--- src/rtl/multicycle_control_unit.sv ---
// multicycle_control_unit: Moore FSM sequencing the multicycle MIPS datapath.
// Define MULTICYCLE_CU_JUMP_EN to add the j instruction (OP 0x02) and its JUMP state.
module multicycle_control_unit #(
  parameter int MEM_WAIT_CYCLES = 0
) (
  input  logic       clk,
  input  logic       reset,
  input  logic [5:0] OP,
  input  logic [5:0] Funct,
  input  logic       Zero,
  output logic       PCWrite,
  output logic       IorD,
  output logic       MemWrite,
  output logic       IRWrite,
  output logic       RegDst,
  output logic       MemtoReg,
  output logic       RegWrite,
  output logic       ALUSrcA,
  output logic [1:0] ALUSrcB,
  output logic [3:0] ALUControl,
  output logic [1:0] PCSrc,
  output logic [3:0] state_o,
  output logic       illegal_o
);
  typedef enum logic [3:0] {
    FETCH, DECODE, MEMADR, MEMREAD, MEMWB, MEMWRITE,
    EXECUTE, ALUWB, BRANCH, ADDIEXEC, ADDIWB, JUMP
  } state_t;
  localparam logic [3:0] wait_n = 4'(MEM_WAIT_CYCLES);
  state_t state, state_n;
  logic [3:0] cnt, funct_alu;
  logic last, r_ok, mem_op, jump_op, illegal;
  assign last = cnt == wait_n;
  assign r_ok = OP == 6'h00 && (Funct inside {6'h20, 6'h22, 6'h24, 6'h25, 6'h27, 6'h2A});
  assign mem_op = OP == 6'h23 || OP == 6'h2B;
`ifdef MULTICYCLE_CU_JUMP_EN
  assign jump_op = OP == 6'h02;
`else
  assign jump_op = 1'b0;
`endif
  assign illegal = !(r_ok || mem_op || OP == 6'h08 || OP == 6'h04 || jump_op);
  assign funct_alu = Funct == 6'h22 ? 4'b0110 :
                     Funct == 6'h24 ? 4'b0000 :
                     Funct == 6'h25 ? 4'b0001 :
                     Funct == 6'h27 ? 4'b1100 :
                     Funct == 6'h2A ? 4'b0111 : 4'b0010;
  // The wait counter restarts on every state change, so it only ever climbs inside FETCH/MEMREAD.
  always_ff @(posedge clk) begin
    if (reset) begin
      state <= FETCH;
      cnt   <= 4'd0;
    end else begin
      state <= state_n;
      cnt   <= state_n != state ? 4'd0 : cnt + 4'd1;
    end
  end
  always_comb begin
    case (state)
      FETCH:    state_n = last ? DECODE : FETCH;
      DECODE:   state_n = r_ok ? EXECUTE : mem_op ? MEMADR : OP == 6'h08 ? ADDIEXEC :
                          OP == 6'h04 ? BRANCH : jump_op ? JUMP : FETCH;
      MEMADR:   state_n = OP == 6'h23 ? MEMREAD : MEMWRITE;
      MEMREAD:  state_n = last ? MEMWB : MEMREAD;
      EXECUTE:  state_n = ALUWB;
      ADDIEXEC: state_n = ADDIWB;
      default:  state_n = FETCH;
    endcase
  end
  always_comb begin
    PCWrite    = 1'b0;
    IorD       = 1'b0;
    MemWrite   = 1'b0;
    IRWrite    = 1'b0;
    RegDst     = 1'b0;
    MemtoReg   = 1'b0;
    RegWrite   = 1'b0;
    ALUSrcA    = 1'b0;
    ALUSrcB    = 2'b00;
    ALUControl = 4'b0010;
    PCSrc      = 2'b00;
    if (!reset) begin
      case (state)
        FETCH: begin
          ALUSrcB = 2'b01;
          IRWrite = last;
          PCWrite = last;
        end
        DECODE:   ALUSrcB = 2'b11;
        MEMADR: begin
          ALUSrcA = 1'b1;
          ALUSrcB = 2'b10;
        end
        MEMREAD:  IorD = 1'b1;
        MEMWB: begin
          MemtoReg = 1'b1;
          RegWrite = 1'b1;
        end
        MEMWRITE: begin
          IorD     = 1'b1;
          MemWrite = 1'b1;
        end
        EXECUTE: begin
          ALUSrcA    = 1'b1;
          ALUControl = funct_alu;
        end
        ALUWB: begin
          RegDst   = 1'b1;
          RegWrite = 1'b1;
        end
        BRANCH: begin
          ALUSrcA    = 1'b1;
          ALUControl = 4'b0110;
          PCSrc      = 2'b01;
          PCWrite    = Zero;
        end
        ADDIEXEC: begin
          ALUSrcA = 1'b1;
          ALUSrcB = 2'b10;
        end
        ADDIWB:   RegWrite = 1'b1;
`ifdef MULTICYCLE_CU_JUMP_EN
        JUMP: begin
          PCSrc   = 2'b10;
          PCWrite = 1'b1;
        end
`endif
        default: ;
      endcase
    end
  end
  assign state_o   = reset ? 4'd0 : state;
  assign illegal_o = !reset && state == DECODE && illegal;
endmodule

--- config.mk ---
export PLATFORM = sky130hd
export DESIGN_NAME = multicycle_control_unit
export DESIGN_NICKNAME = d
export VERILOG_FILES = /design/src/rtl/multicycle_control_unit.sv
export SDC_FILE = /design/constraint.sdc
export NUM_CORES = 1
export LEC_CHECK = 0
export CORE_ASPECT_RATIO = 0.7
export CORE_MARGIN = 3
export CORE_UTILIZATION = 42
export DETAILED_ROUTE_END_ITERATION = 10
export PLACE_DENSITY = 0.91
export REMOVE_ABC_BUFFERS = 1
export SLEW_MARGIN = 20
export SYNTH_ARGS = -nofsm -noshare
export SYNTH_HDL_FRONTEND = slang
export SYNTH_SLANG_ARGS = --single-unit
export TNS_END_PERCENT = 5
--- constraint.sdc ---
create_clock -name clk -period 2.8 [get_ports clk]
set_clock_uncertainty 0.2 [all_clocks]
set_input_delay 0.7 -clock clk [delete_from_list [all_inputs] [get_ports clk]]
set_output_delay 0.7 -clock clk [all_outputs]
set_load 0.1 [all_outputs]
After elaboration in Yosys (flattened, before gate mapping)
Cells that the tools add are included.
{ "word_totals": {"reg_bits": 8, "input_bits": 15, "output_inout_bits": 21, "elab_cells": 78} }
{ "op_classes": {"add_sub_neg": 1, "eq_ne": 21, "muxes": 36, "n_reduce_logical": 18} }
{ "op_table": {"columns": ["operator", "n"], "rows": [
  ["== test 6 bit (second input constant)", 8],
  ["2-to-1 mux 4 bit", 10],
  ["one-hot mux 4 bit (6 select lines)", 1],
  ["2-to-1 mux 1 bit", 18],
  ["== test 4 x 3 -> 1 bit (second input constant)", 4],
  ["== test 4 bit (second input constant)", 3],
  ["2-to-1 mux 3 bit", 3],
  ["== test 4 x 2 -> 1 bit (second input constant)", 2],
  ["logical NOT 4 bit", 2],
  ["one-hot mux 4 bit (2 select lines)", 1],
  ["== test 6 x 3 -> 1 bit (second input constant)", 1],
  ["== test 6 x 4 -> 1 bit (second input constant)", 1],
  ["logical NOT 6 bit", 1],
  ["one-hot mux 2 bit (3 select lines)", 1],
  ["nonzero test 6 bit", 1],
  ["OR reduction 2 bit", 3],
  ["adder 4 x 1 -> 4 bit (second input constant)", 1],
  ["== test 4 x 1 -> 1 bit (second input constant)", 1],
  ["logical OR 1 bit", 4],
  ["inequality test 4 bit", 1],
  ["OR reduction 4 bit", 1],
  ["logical AND 1 bit", 3],
  ["OR reduction 3 bit", 1],
  ["logical NOT 1 bit", 2],
  ["other kinds (2)", 2]
]} }

Logic depth before layout (Yosys ltp)
{ "logic_depth": {"depth_word": 8, "ltp_mapped": 7, "depth_no_buf": 7} }

Worst setup path after synthesis
Ideal clock, no wire load.
{ "synth_timing": {"path_kind": "input -> output", "from": "input reset", "to": "output illegal_o", "arrival_ps": 5438, "t_required_ps": 1900, "path_slack_ps": -3538, "stages": 3, "n_path_buf": 0, "cell_sequence": "nor4_1 -> nand4b_1 -> a31oi_1"} }
{ "synth_via": {"elab_chain_cells": 3} }
{ "synth_rtl": {"columns": ["item", "line_no", "rtl"], "rows": [
  ["start, declared", "7", "input logic reset,"],
  ["logical NOT 1 bit", "132", "assign illegal_o = !reset && state == DECODE && illegal;"],
  ["logical AND 1 bit (2 in a row)", "132", null],
  ["end, declared", "23", "output logic illegal_o"]
]} }
Every way passes these cells.

Worst setup path in the final report
{ "layout_timing": {"from": "register cnt[1]", "to": "output PCWrite"} }
{ "layout_via": {"elab_chain_cells": 3} }
{ "layout_rtl": {"columns": ["item", "line_no", "rtl"], "rows": [
  ["start, declared", "31", "logic [3:0] cnt, funct_alu;"],
  ["start signal, assigned", "54", "cnt <= state_n != state ? 4'd0 : cnt + 4'd1;"],
  ["logical NOT 4 bit", "33", "assign last = cnt == wait_n;"],
  ["one-hot mux 1 bit (2 select lines)", "82", "case (state)"],
  ["2-to-1 mux 1 bit", "81", "if (!reset) begin"],
  ["end, declared", "11", "output logic PCWrite,"]
]} }
Every way passes these cells.

==> flow_results.xml <==
<?xml version="1.0" encoding="UTF-8"?>
<metrics>
  <group name="status">
    <metric name="run_status" unit="">complete, but fails checks</metric>
    <metric name="violations" unit="">setup timing</metric>
  </group>
  <group name="hold_path">
    <metric name="worstHoldPathType" unit="">flop to flop</metric>
  </group>
  <group name="critical_path">
    <metric name="list_of_cells_traversed_by_the_critical_path" unit="">inv_1 -&gt; ha_1 -&gt; or3b_4 -&gt; or3_4 -&gt; nor4_4 -&gt; a21o_1 -&gt; buf_12</metric>
    <metric name="timing.setup.critical_path_class" unit="">flop to output pin</metric>
    <metric name="worst-path-max-fanout" unit="">3</metric>
    <metric name="slowest_delay" unit="ns">0.39</metric>
    <metric name="required_worst_endpoint" unit="ns">1.90</metric>
    <metric name="crit_path_end_kind" unit="">output pin</metric>
    <metric name="worst-path-buf-inv" unit="">2</metric>
    <metric name="crit_family" unit="">simple AND/OR/NAND/NOR gates</metric>
    <metric name="highest_delay_cell_along_the_critical_path" unit="">sky130_fd_sc_hd__or3b_4</metric>
    <metric name="crit_path_start_kind" unit="">flop</metric>
    <metric name="cp.arrival" unit="ns">2.08</metric>
  </group>
  <group name="sta">
    <metric name="achievable-frequency" unit="MHz">335</metric>
    <metric name="timing.final.ws_setup" unit="ns">-0.185</metric>
    <metric name="finalWorstPathRequiredPeriod" unit="ns">2.98</metric>
    <metric name="final-max-slew-violation-count" unit="">0</metric>
    <metric name="timing.setup.tns" unit="ns">-0.668</metric>
    <metric name="finalSetupViolCount" unit="">10</metric>
    <metric name="hold_viol" unit="">0</metric>
    <metric name="grt_setup_unrepaired" unit="">true</metric>
    <metric name="final_min_period_over_clock_period" unit="%">107</metric>
  </group>
  <group name="cts">
    <metric name="worst_skew_pair_later_pin_latency" unit="ns">0.28</metric>
    <metric name="tritoncts_clock_tree" unit="">yes</metric>
    <metric name="cts_buffer_depth" unit="">2</metric>
    <metric name="clock_sink_count" unit="">8</metric>
    <metric name="cts_inserted_buffers" unit="">3</metric>
    <metric name="clock_edge_transition_at_the_registers_on_the_reported_setup_and_hold_paths" unit="ns">0.06</metric>
    <metric name="clock_tree.root_cell" unit="">sky130_fd_sc_hd__clkbuf_4</metric>
    <metric name="htreeDepth" unit="">1</metric>
  </group>
  <group name="pwr">
    <metric name="switching_share_of_total_power" unit="%">44.5</metric>
    <metric name="vdd_ir_drop_max" unit="V">0.000330</metric>
    <metric name="power_switching" unit="mW">0.247</metric>
    <metric name="power_per_cell_area" unit="nW/µm²">327</metric>
    <metric name="p_int" unit="mW">0.308</metric>
    <metric name="p_clk_share" unit="%">18.1</metric>
    <metric name="finalPower" unit="mW">0.555</metric>
    <metric name="p_leak" unit="nW">0.710</metric>
    <metric name="p_seq_share" unit="%">24.6</metric>
    <metric name="pwr-share-comb" unit="%">57.3</metric>
  </group>
  <group name="place">
    <metric name="place.detailed.hpwl" unit="µm">2450</metric>
    <metric name="place_congestion" unit="">0.883</metric>
    <metric name="placedCellCount" unit="">188</metric>
    <metric name="detailed_place.area" unit="µm²">1590</metric>
    <metric name="portBuffers" unit="">34</metric>
    <metric name="detailedPlace.worstSlack" unit="ns">-0.344</metric>
  </group>
  <group name="yosys">
    <metric name="number_of_enable_type_register_cells_in_the_synthesized_netlist" unit="">0</metric>
    <metric name="synth.ff_latch_count" unit="">8</metric>
    <metric name="yosysUniqueCellTypes" unit="">45</metric>
    <metric name="most_used_flip_flop_cell_after_synthesis" unit="">sky130_fd_sc_hd__dfxtp_1</metric>
    <metric name="synthArstFlopShare" unit="%">0</metric>
    <metric name="sequential_element_share_of_the_synthesized_area" unit="%">18.7</metric>
    <metric name="syn-mean-instance-area" unit="µm²">7.66</metric>
    <metric name="post_synth_instance_area" unit="µm²">858</metric>
    <metric name="syn-instance-count" unit="">112</metric>
    <metric name="yosys_warnings" unit="">0</metric>
  </group>
  <group name="route">
    <metric name="detail_route.drc_violations" unit="">0</metric>
    <metric name="detailedRoute.firstIterationViolations" unit="">63</metric>
    <metric name="drt_first_pass_iters" unit="">4</metric>
    <metric name="route.final.wire_length" unit="µm">3270</metric>
    <metric name="postRouteAntennaNets" unit="">0</metric>
    <metric name="post_drt_via_cell_ratio" unit="">6.15</metric>
    <metric name="vias" unit="">1187</metric>
    <metric name="wl_per_cell" unit="µm">16.9</metric>
  </group>
  <group name="grt">
    <metric name="number_of_antenna_violations_at_the_first_check_in_global_routing" unit="">0</metric>
    <metric name="grt_start_max_net_pins" unit="">18</metric>
    <metric name="grt_pass1_wl" unit="µm">5390</metric>
    <metric name="grt_use_total" unit="%">28.0</metric>
    <metric name="grt_pass1_vias" unit="">1112</metric>
    <metric name="grt_overflow_total" unit="">0</metric>
  </group>
  <group name="floorplanning">
    <metric name="ios" unit="">36</metric>
    <metric name="die_width" unit="µm">60.0</metric>
    <metric name="rows" unit="">13</metric>
    <metric name="placeableCoreArea" unit="µm²">1890</metric>
    <metric name="die_area" unit="µm²">2630</metric>
    <metric name="start_util" unit="%">45.5</metric>
    <metric name="die_h" unit="µm">43.8</metric>
  </group>
  <group name="job">
    <metric name="max-cap-violations" unit="">0</metric>
  </group>
  <group name="final_layout">
    <metric name="num_antenna_cells" unit="">0</metric>
    <metric name="share_of_post_route_cells_with_drive_strength_above_1" unit="%">46.2</metric>
    <metric name="flow.area_growth_from_synthesis" unit="%">97.8</metric>
    <metric name="layout.cell_area.non_filler" unit="µm²">1700</metric>
    <metric name="finish.net_count" unit="">190</metric>
    <metric name="layout.cells.non_filler" unit="">193</metric>
  </group>
</metrics>
logic make-up (layout without fill, tap and decap cells):
kind of cell	count (synthesis)	in the layout	share of synthesized area (%)
mux	2	2	2.62
simple gates	62	62	47.5
compound gates	23	23	19.4
buf+inv	11	70	5.39
fa+ha+maj	2	2	2.91
other cells	1	1	0.437
xor+xnor	3	3	3.06
flops	8	8	18.7
stage by stage:
| stage | hold slack (ns) | util [%] |
|---|---|---|
| after detailed placement | 0.347 | 84.5 |
| final | 0.347 | 90.0 |
| after global routing | 0.369 | 90.0 |
| after global placement | 0.310 | 84.5 |
| after floorplan | 0.254 | - |
| after CTS | 0.355 | 89.6 |
power by group through the flow:
| stage | clock [mW] | combinational, mW | sequential (mW) |
|---|---|---|---|
| after floorplan | 0 | 0.164 | 0.136 |
| after global placement | 0 | 0.286 | 0.135 |
| after detailed placement | 0 | 0.297 | 0.136 |
| after CTS | 0.100 | 0.314 | 0.135 |
| after global routing | 0.105 | 0.331 | 0.138 |
| final | 0.101 | 0.318 | 0.136 |
cell type report:
type | count | area, µm²
Clock buffer | 3 | 22.5
Multi-Input combinational cell | 93 | 722
Tap cell | 22 | 27.5
Fill cell | 81 | 189
Inverter | 5 | 18.8
Timing Repair Buffer | 62 | 742
Sequential cell | 8 | 165
sequential cells by signal (all words and copies together), names as in the netlist:
name,count
cnt,4
state,4
cell usage after synthesis (3+ instances only):
master / count / area share [%]
sky130_fd_sc_hd__nor4_1: 8 / 5.8
sky130_fd_sc_hd__a21oi_1: 3 / 1.7
sky130_fd_sc_hd__nor2_1: 14 / 6.1
sky130_fd_sc_hd__clkbuf_1: 4 / 1.7
sky130_fd_sc_hd__nor3b_1: 3 / 2.6
sky130_fd_sc_hd__or3_1: 3 / 2.2
sky130_fd_sc_hd__a31oi_1: 5 / 3.6
sky130_fd_sc_hd__nand2_1: 3 / 1.3
sky130_fd_sc_hd__dfxtp_1: 8 / 19
sky130_fd_sc_hd__nor2b_1: 5 / 3.6
sky130_fd_sc_hd__o21ai_0: 4 / 2.3
sky130_fd_sc_hd__inv_1: 5 / 2.2
sky130_fd_sc_hd__nand2b_1: 7 / 5.1
routing by layer:
metal	global-route usage, %	routed length [µm]	up-vias	part of all wire (%)
met3	7.74	306	15	9.4
met5	0	0	-	0
met1	34.3	1200	540	37
li1	-	-	542	-
met4	10.2	108	0	3.3
met2	46.8	1660	90	51
path summary, 6_finish.rpt:
check / from / end / slack, ns / depth (start not counted)
setup / recovery: cnt[1] / PCWrite / -0.18 / 7
hold / removal: cnt[0] / cnt[0] / 0.35 / 2
setup reg to reg: state[1] / cnt[1] / 0.66 / 6
hold reg to reg: cnt[0] / cnt[0] / 0.35 / 2
cell usage in the layout (no fill, tap or decap), types with 3 or more instances in the layout:
master                          Yosys  final
sky130_fd_sc_hd__inv_1              5      5
sky130_fd_sc_hd__nor2b_1            5      4
sky130_fd_sc_hd__buf_12             0     19
sky130_fd_sc_hd__nor2_2             0      3
sky130_fd_sc_hd__nor4_1             8      6
sky130_fd_sc_hd__buf_4              1     27
sky130_fd_sc_hd__clkbuf_2           0      3
sky130_fd_sc_hd__dlygate4sd2_1      0      8
sky130_fd_sc_hd__a31oi_1            5      5
sky130_fd_sc_hd__clkbuf_4           0      3
sky130_fd_sc_hd__dfxtp_2            0      4
sky130_fd_sc_hd__dfxtp_1            8      4
sky130_fd_sc_hd__nand2b_1           7      6
sky130_fd_sc_hd__nand2_1            3      3
sky130_fd_sc_hd__nor2_1            14     10
sky130_fd_sc_hd__a21oi_1            3      3
worst register-to-register path, cell delays in order (launching register included):
cell                       delay [ns]
sky130_fd_sc_hd__dfxtp_1         0.38
sky130_fd_sc_hd__buf_6           0.20
sky130_fd_sc_hd__nor3b_2         0.34
sky130_fd_sc_hd__o2bb2a_1        0.28
sky130_fd_sc_hd__o211a_1         0.16
sky130_fd_sc_hd__a32o_1          0.27
sky130_fd_sc_hd__nor4_1          0.22
what timing repair did:
action | 4_1_cts | 5_1_grt
endpoints found under the setup margin | 14 | 13
pin swaps | 5 | 2
setup buffers | 1 | 1
gates resized for setup | 31 | 11
hold buffers | 0 | 0
Power figures use the tool's default switching activity.
